===== src/rtl/matmul_pkg.sv =====
// Shared types and default sizes for the systolic-array feed path.
package matmul_pkg;

    localparam int DEF_DATA_WIDTH = 8;
    localparam int DEF_MEM_DEPTH  = 9;
    localparam int DEF_BLOCK_SIZE = 4;

    typedef enum logic [2:0] {
        IDLE     = 3'd0,
        LOAD     = 3'd1,
        RD_ISSUE = 3'd2,
        RD_WAIT  = 3'd3,
        OUT_HOLD = 3'd4
    } ctrl_state_t;

endpackage


===== src/rtl/data_mem_ctrl.sv =====
// Initiator for Data_Mem: streams bytes in on a handshake, then returns the
// contents as strided blocks on a handshake toward the array-feed logic.
module data_mem_ctrl
    import matmul_pkg::*;
#(
    parameter int DATA_WIDTH = DEF_DATA_WIDTH,
    parameter int MEM_DEPTH  = DEF_MEM_DEPTH,
    parameter int BLOCK_SIZE = DEF_BLOCK_SIZE,
    localparam int ADDR_W    = $clog2(MEM_DEPTH),
    localparam int PTR_W     = $clog2(MEM_DEPTH + BLOCK_SIZE)
) (
    input  logic                             clk,
    input  logic                             reset,
    input  logic                             load_start,
    input  logic                             read_start,
    input  logic                             in_valid,
    output logic                             in_ready,
    input  logic [DATA_WIDTH-1:0]            in_data,
    output logic                             load_done,
    output logic                             out_valid,
    input  logic                             out_ready,
    output logic [BLOCK_SIZE*DATA_WIDTH-1:0] out_data,
    output logic                             out_last,
    output logic                             busy,
    output logic                             mem_wr_en,
    output logic                             mem_rd_en,
    output logic [ADDR_W-1:0]                mem_addr,
    output logic [DATA_WIDTH-1:0]            mem_data_in,
    input  logic [BLOCK_SIZE*DATA_WIDTH-1:0] mem_data_out
);

    localparam logic [PTR_W-1:0] PTR_DEPTH = PTR_W'(MEM_DEPTH);
    localparam logic [PTR_W-1:0] PTR_LAST  = PTR_W'(MEM_DEPTH - 1);
    localparam logic [PTR_W-1:0] PTR_STEP  = PTR_W'(BLOCK_SIZE);
    localparam logic [PTR_W-1:0] PTR_ONE   = PTR_W'(1);

    ctrl_state_t      state;
    logic [PTR_W-1:0] wr_ptr;
    logic [PTR_W-1:0] rd_ptr;
    logic [PTR_W-1:0] rd_next;
    logic             in_fire;

    // PTR_W leaves headroom so the stride past the final block cannot wrap.
    assign rd_next = rd_ptr + PTR_STEP;
    assign in_fire = in_valid && in_ready;

    // NOTE: every register here is state, so all updates are non-blocking; the
    // block reads a consistent pre-edge snapshot no matter the statement order.
    always_ff @(posedge clk or posedge reset) begin
        if (reset) begin
            state       <= IDLE;
            wr_ptr      <= '0;
            rd_ptr      <= '0;
            in_ready    <= 1'b0;
            load_done   <= 1'b0;
            out_valid   <= 1'b0;
            out_data    <= '0;
            out_last    <= 1'b0;
            busy        <= 1'b0;
            mem_wr_en   <= 1'b0;
            mem_rd_en   <= 1'b0;
            mem_addr    <= '0;
            mem_data_in <= '0;
        end else begin
            load_done <= 1'b0;
            case (state)
                IDLE: begin
                    if (load_start) begin
                        state    <= LOAD;
                        busy     <= 1'b1;
                        wr_ptr   <= '0;
                        in_ready <= 1'b1;
                    end else if (read_start) begin
                        state     <= RD_ISSUE;
                        busy      <= 1'b1;
                        rd_ptr    <= '0;
                        mem_rd_en <= 1'b1;
                        mem_addr  <= '0;
                    end
                end

                LOAD: begin
                    if (in_fire) begin
                        mem_wr_en   <= 1'b1;
                        mem_addr    <= ADDR_W'(wr_ptr);
                        mem_data_in <= in_data;
                        wr_ptr      <= wr_ptr + PTR_ONE;
                        if (wr_ptr == PTR_LAST) begin
                            in_ready <= 1'b0;
                        end
                    end else begin
                        mem_wr_en <= 1'b0;
                        // Full pointer with in_ready low: the last write is landing now.
                        if (wr_ptr == PTR_DEPTH) begin
                            load_done <= 1'b1;
                            busy      <= 1'b0;
                            state     <= IDLE;
                        end
                    end
                end

                RD_ISSUE: begin
                    mem_rd_en <= 1'b0;
                    state     <= RD_WAIT;
                end

                RD_WAIT: begin
                    out_data  <= mem_data_out;
                    out_last  <= (rd_next >= PTR_DEPTH);
                    out_valid <= 1'b1;
                    state     <= OUT_HOLD;
                end

                OUT_HOLD: begin
                    if (out_ready) begin
                        out_valid <= 1'b0;
                        if (out_last) begin
                            out_last <= 1'b0;
                            busy     <= 1'b0;
                            state    <= IDLE;
                        end else begin
                            rd_ptr    <= rd_next;
                            mem_rd_en <= 1'b1;
                            mem_addr  <= ADDR_W'(rd_next);
                            state     <= RD_ISSUE;
                        end
                    end
                end

                default: begin
                    busy  <= 1'b0;
                    state <= IDLE;
                end
            endcase
        end
    end

endmodule

===== config.mk =====
export PLATFORM = sky130hd
export DESIGN_NAME = data_mem_ctrl
export DESIGN_NICKNAME = d
export VERILOG_FILES = /design/src/rtl/matmul_pkg.sv /design/src/rtl/data_mem_ctrl.sv
export SDC_FILE = /design/constraint.sdc
export NUM_CORES = 1
export LEC_CHECK = 0
export CORE_MARGIN = 5
export CORE_UTILIZATION = 30
export CTS_CLUSTER_DIAMETER = 40
export CTS_CLUSTER_SIZE = 16
export DETAILED_ROUTE_END_ITERATION = 12
export MAX_ROUTING_LAYER = met4
export PLACE_DENSITY = 0.56
export SKIP_CTS_REPAIR_TIMING = 1
export SKIP_LAST_GASP = 1
export SLEW_MARGIN = 0
export SYNTH_ARGS = -nofsm -noshare
export SYNTH_HDL_FRONTEND = slang
export SYNTH_SLANG_ARGS = --single-unit

===== constraint.sdc =====
create_clock -name clk -period 4.3 [get_ports clk]
set_input_delay 0.43 -clock clk [delete_from_list [all_inputs] [get_ports clk]]
set_output_delay 0.43 -clock clk [all_outputs]
set_load 0.1 [all_outputs]

==> results by group <==
Synthesis
  – FF+latch count, synth: 60
  – Multiplexer share of the synthesized area: 0.157
  – Synthesis warning total: 0
  – Largest family of logic cells by synthesized area: multiplexers
  – Mapped Cells: 213
  – Prevailing post-synth register cell: dfrtp_1
  – Synth Area in Compound Gates: 0.0697
  – Yosys cell types: 40
  – Number of synthesized flops with an enable pin: 0
  – Adder-Cell Fraction of Synth Area: 0.0195
  – Cell area after synthesis: 2570 um^2
  – Xor and xnor fraction of the mapped netlist area: 0.00341
  – Syn_area_per_cell: 12.1 um^2
  – Synth Area in Simple Gates: 0.135
  – Async SR Flop Fraction: 1.00
  – Net Count, Synth: 263
  – Sequential fraction of the synthesis area: 0.585

CTS
  – Reg clk slew, reported paths: 0.07 ns
  – Clock sinks: 60
  – Clk_lat worst skew: 0.33 ns
  – Clock Path Buffers: 2
  – Clock root cell: clkbuf_8
  – CTS tree: done
  – Total CTS buffers: 9
  – H-tree depth: 3

Worst setup path
  – WP data arrival: 1.92 ns
  – CP max stage delay: 1.17 ns
  – CP max FO: 6
  – Delay-heaviest family, CP: buffers and inverters
  – Startpoint Class: register
  – Critical-path cell list: clkdlybuf4s50_1
  – Worst Setup Path Type: register to primary output
  – Buf+Inv Stages, Crit Path: 1
  – Endpoint type of the worst setup path: primary output
  – Worst path slowest cell: clkdlybuf4s50_1
  – Req. time, crit path: 3.87 ns

Finish
  – Final non-filler cell total: 419
  – Most frequent cells in the layout: clkdlybuf4s50_1 (96), dfrtp_1 (60), mux2_2 (34)
  – # diodes: 0
  – Share of cells above drive strength 1: 0.182
  – Most common cell after layout, fill and taps aside: clkdlybuf4s50_1
  – Area Overhead vs Synth: 47.7%
  – Nets: 362
  – Fillers: 776

Floorplan
  – Core Region: 8260 um^2
  – Die Y: 103 um
  – Starting Density: 0.311
  – IO Pins: 97
  – Die Wd: 103 um
  – Die footprint: 10500 um^2
  – FP Rows: 33

Drt
  – First-pass iteration count of the detailed router: 4
  – DRC violations left: 0
  – Via count: 1931
  – Vias/cell: 4.61
  – Antenna Nets Post-Route: 0
  – DR iter-0 viols: 48
  – Routed wire length: 6090 um
  – Routed len/inst: 14.5 um

Placement
  – RePlAce Congestion: 0.731
  – DP Cell Count: 406
  – Dpl hpwl: 4320 um
  – Place WS: 2.22 ns
  – # port buffers: 96

STA
  – Fin crit share: 0.547
  – Least-Margin Pin Slew: 0.999 ns
  – Max Freq: 425 MHz
  – Setup TNS: 0 ns
  – Worst slew margin: 0.332
  – Fin worst setup slack: 1.95 ns
  – Max-slew violations: 0
  – Final setup vio count: 0
  – RSZ-0062 raised after global routing: false
  – Hold Fails Final Rpt: 0
  – Max Clock Skew: 0.00924 ns
  – Min Tclk post-route: 2.35 ns

Global routing
  – Gr ovfl total: 0
  – Initial antenna violation count: 0
  – Vias in the first global route: 2022
  – Largest net degree at the start of global routing: 35
  – Total track usage: 0.125
  – Global-route wire length before repair: 9750 um

Run status
  – Status: completed

Worst hold path
  – Hold Crit Class: register to register

Job
  – Max cap viols: 0
==> registers in the layout, indices dropped and copies added, names as in the netlist, 2 cells and up <==
signal and count:
wr_ptr 4, state 3, rd_ptr 2, mem_data_in 8
mem_addr 4, out_data 32
==> stage by stage <==
stage | area, um^2 | hold WS [ns] | util
finish | 3790 | 0.477 | 0.459
global route | 3790 | 0.501 | 0.459
CTS | 3790 | 0.481 | 0.459
detailed placement | 3610 | 0.467 | 0.438
global placement | 3610 | 0.456 | 0.438
floorplan | 2570 | 0.453 | -
==> routing by layer <==
| metal | global-route usage | vias up | wire length [um] |
|---|---|---|---|
| met5 | - | - | 0 |
| met4 | 0.0394 | 0 | 64 |
| met3 | 0.0555 | 5 | 454 |
| met2 | 0.195 | 60 | 3000 |
| met1 | 0.144 | 938 | 2570 |
| li1 | - | 928 | - |
==> synth_stat cells (2+ instances only) <==
master | instances | area (um^2)
inv_1 | 7 | 26.3
mux2_2 | 34 | 383
nand2_1 | 33 | 124
mux2i_1 | 2 | 20.0
nor2_1 | 10 | 37.5
a21oi_1 | 7 | 35.0
a22o_1 | 3 | 26.3
nand3_1 | 5 | 25.0
o22a_1 | 2 | 17.5
nor3b_1 | 3 | 22.5
nand2b_1 | 3 | 18.8
dfrtp_1 | 60 | 1500
o31ai_1 | 2 | 15.0
o21ai_0 | 5 | 25.0
ha_1 | 4 | 50.1
nand3b_1 | 2 | 15.0
nor3_2 | 2 | 20.0
buf_2 | 6 | 30.0
nor2b_1 | 2 | 12.5
==> kinds of logic (layout without fill, tap and decap cells) <==
kind of cell / Yosys count / after routing
adder cells (fa/ha/maj): 4 / 4
multiplexers: 36 / 36
XOR/XNOR: 1 / 1
AO/OA/AOI/OAI: 27 / 27
flip-flops: 60 / 60
buffers and inverters: 16 / 117
AND/OR/NAND/NOR: 69 / 69
==> path summary, 6_finish.rpt <==
check                                      startpoint                          to  slack, ns  cells after the start
max                              out_last$_DFFE_PP0P_                    out_last       1.95                      1
min                        mem_data_in[0]$_DFFE_PP0P_  mem_data_in[0]$_DFFE_PP0P_       0.48                      2
max reg2reg                      state[2]$_DFFE_PP0P_    out_data[25]$_DFFE_PP0P_       2.26                      3
min reg2reg                mem_data_in[0]$_DFFE_PP0P_  mem_data_in[0]$_DFFE_PP0P_       0.48                      2
max in group asynchronous                       reset  mem_data_in[7]$_DFFE_PP0P_       2.94                      3
min in group asynchronous                       reset     mem_addr[0]$_DFFE_PP0P_       0.50                      2
==> cell type report <==
class | instances | area (um^2) | area share
multi-input combinational | 137 | 987 | 0.260
timing repair buffer | 97 | 968 | 0.255
tap | 105 | 131 | 0.0346
clock inverter | 3 | 40.0 | 0.0106
inverter | 7 | 26.3 | 0.00693
sequential | 60 | 1500 | 0.396
clock buffer | 10 | 138 | 0.0363
Power is left out: the tool's default activity adds up to more than one toggle a clock period on the data nets, which glitch-free logic cannot reach.
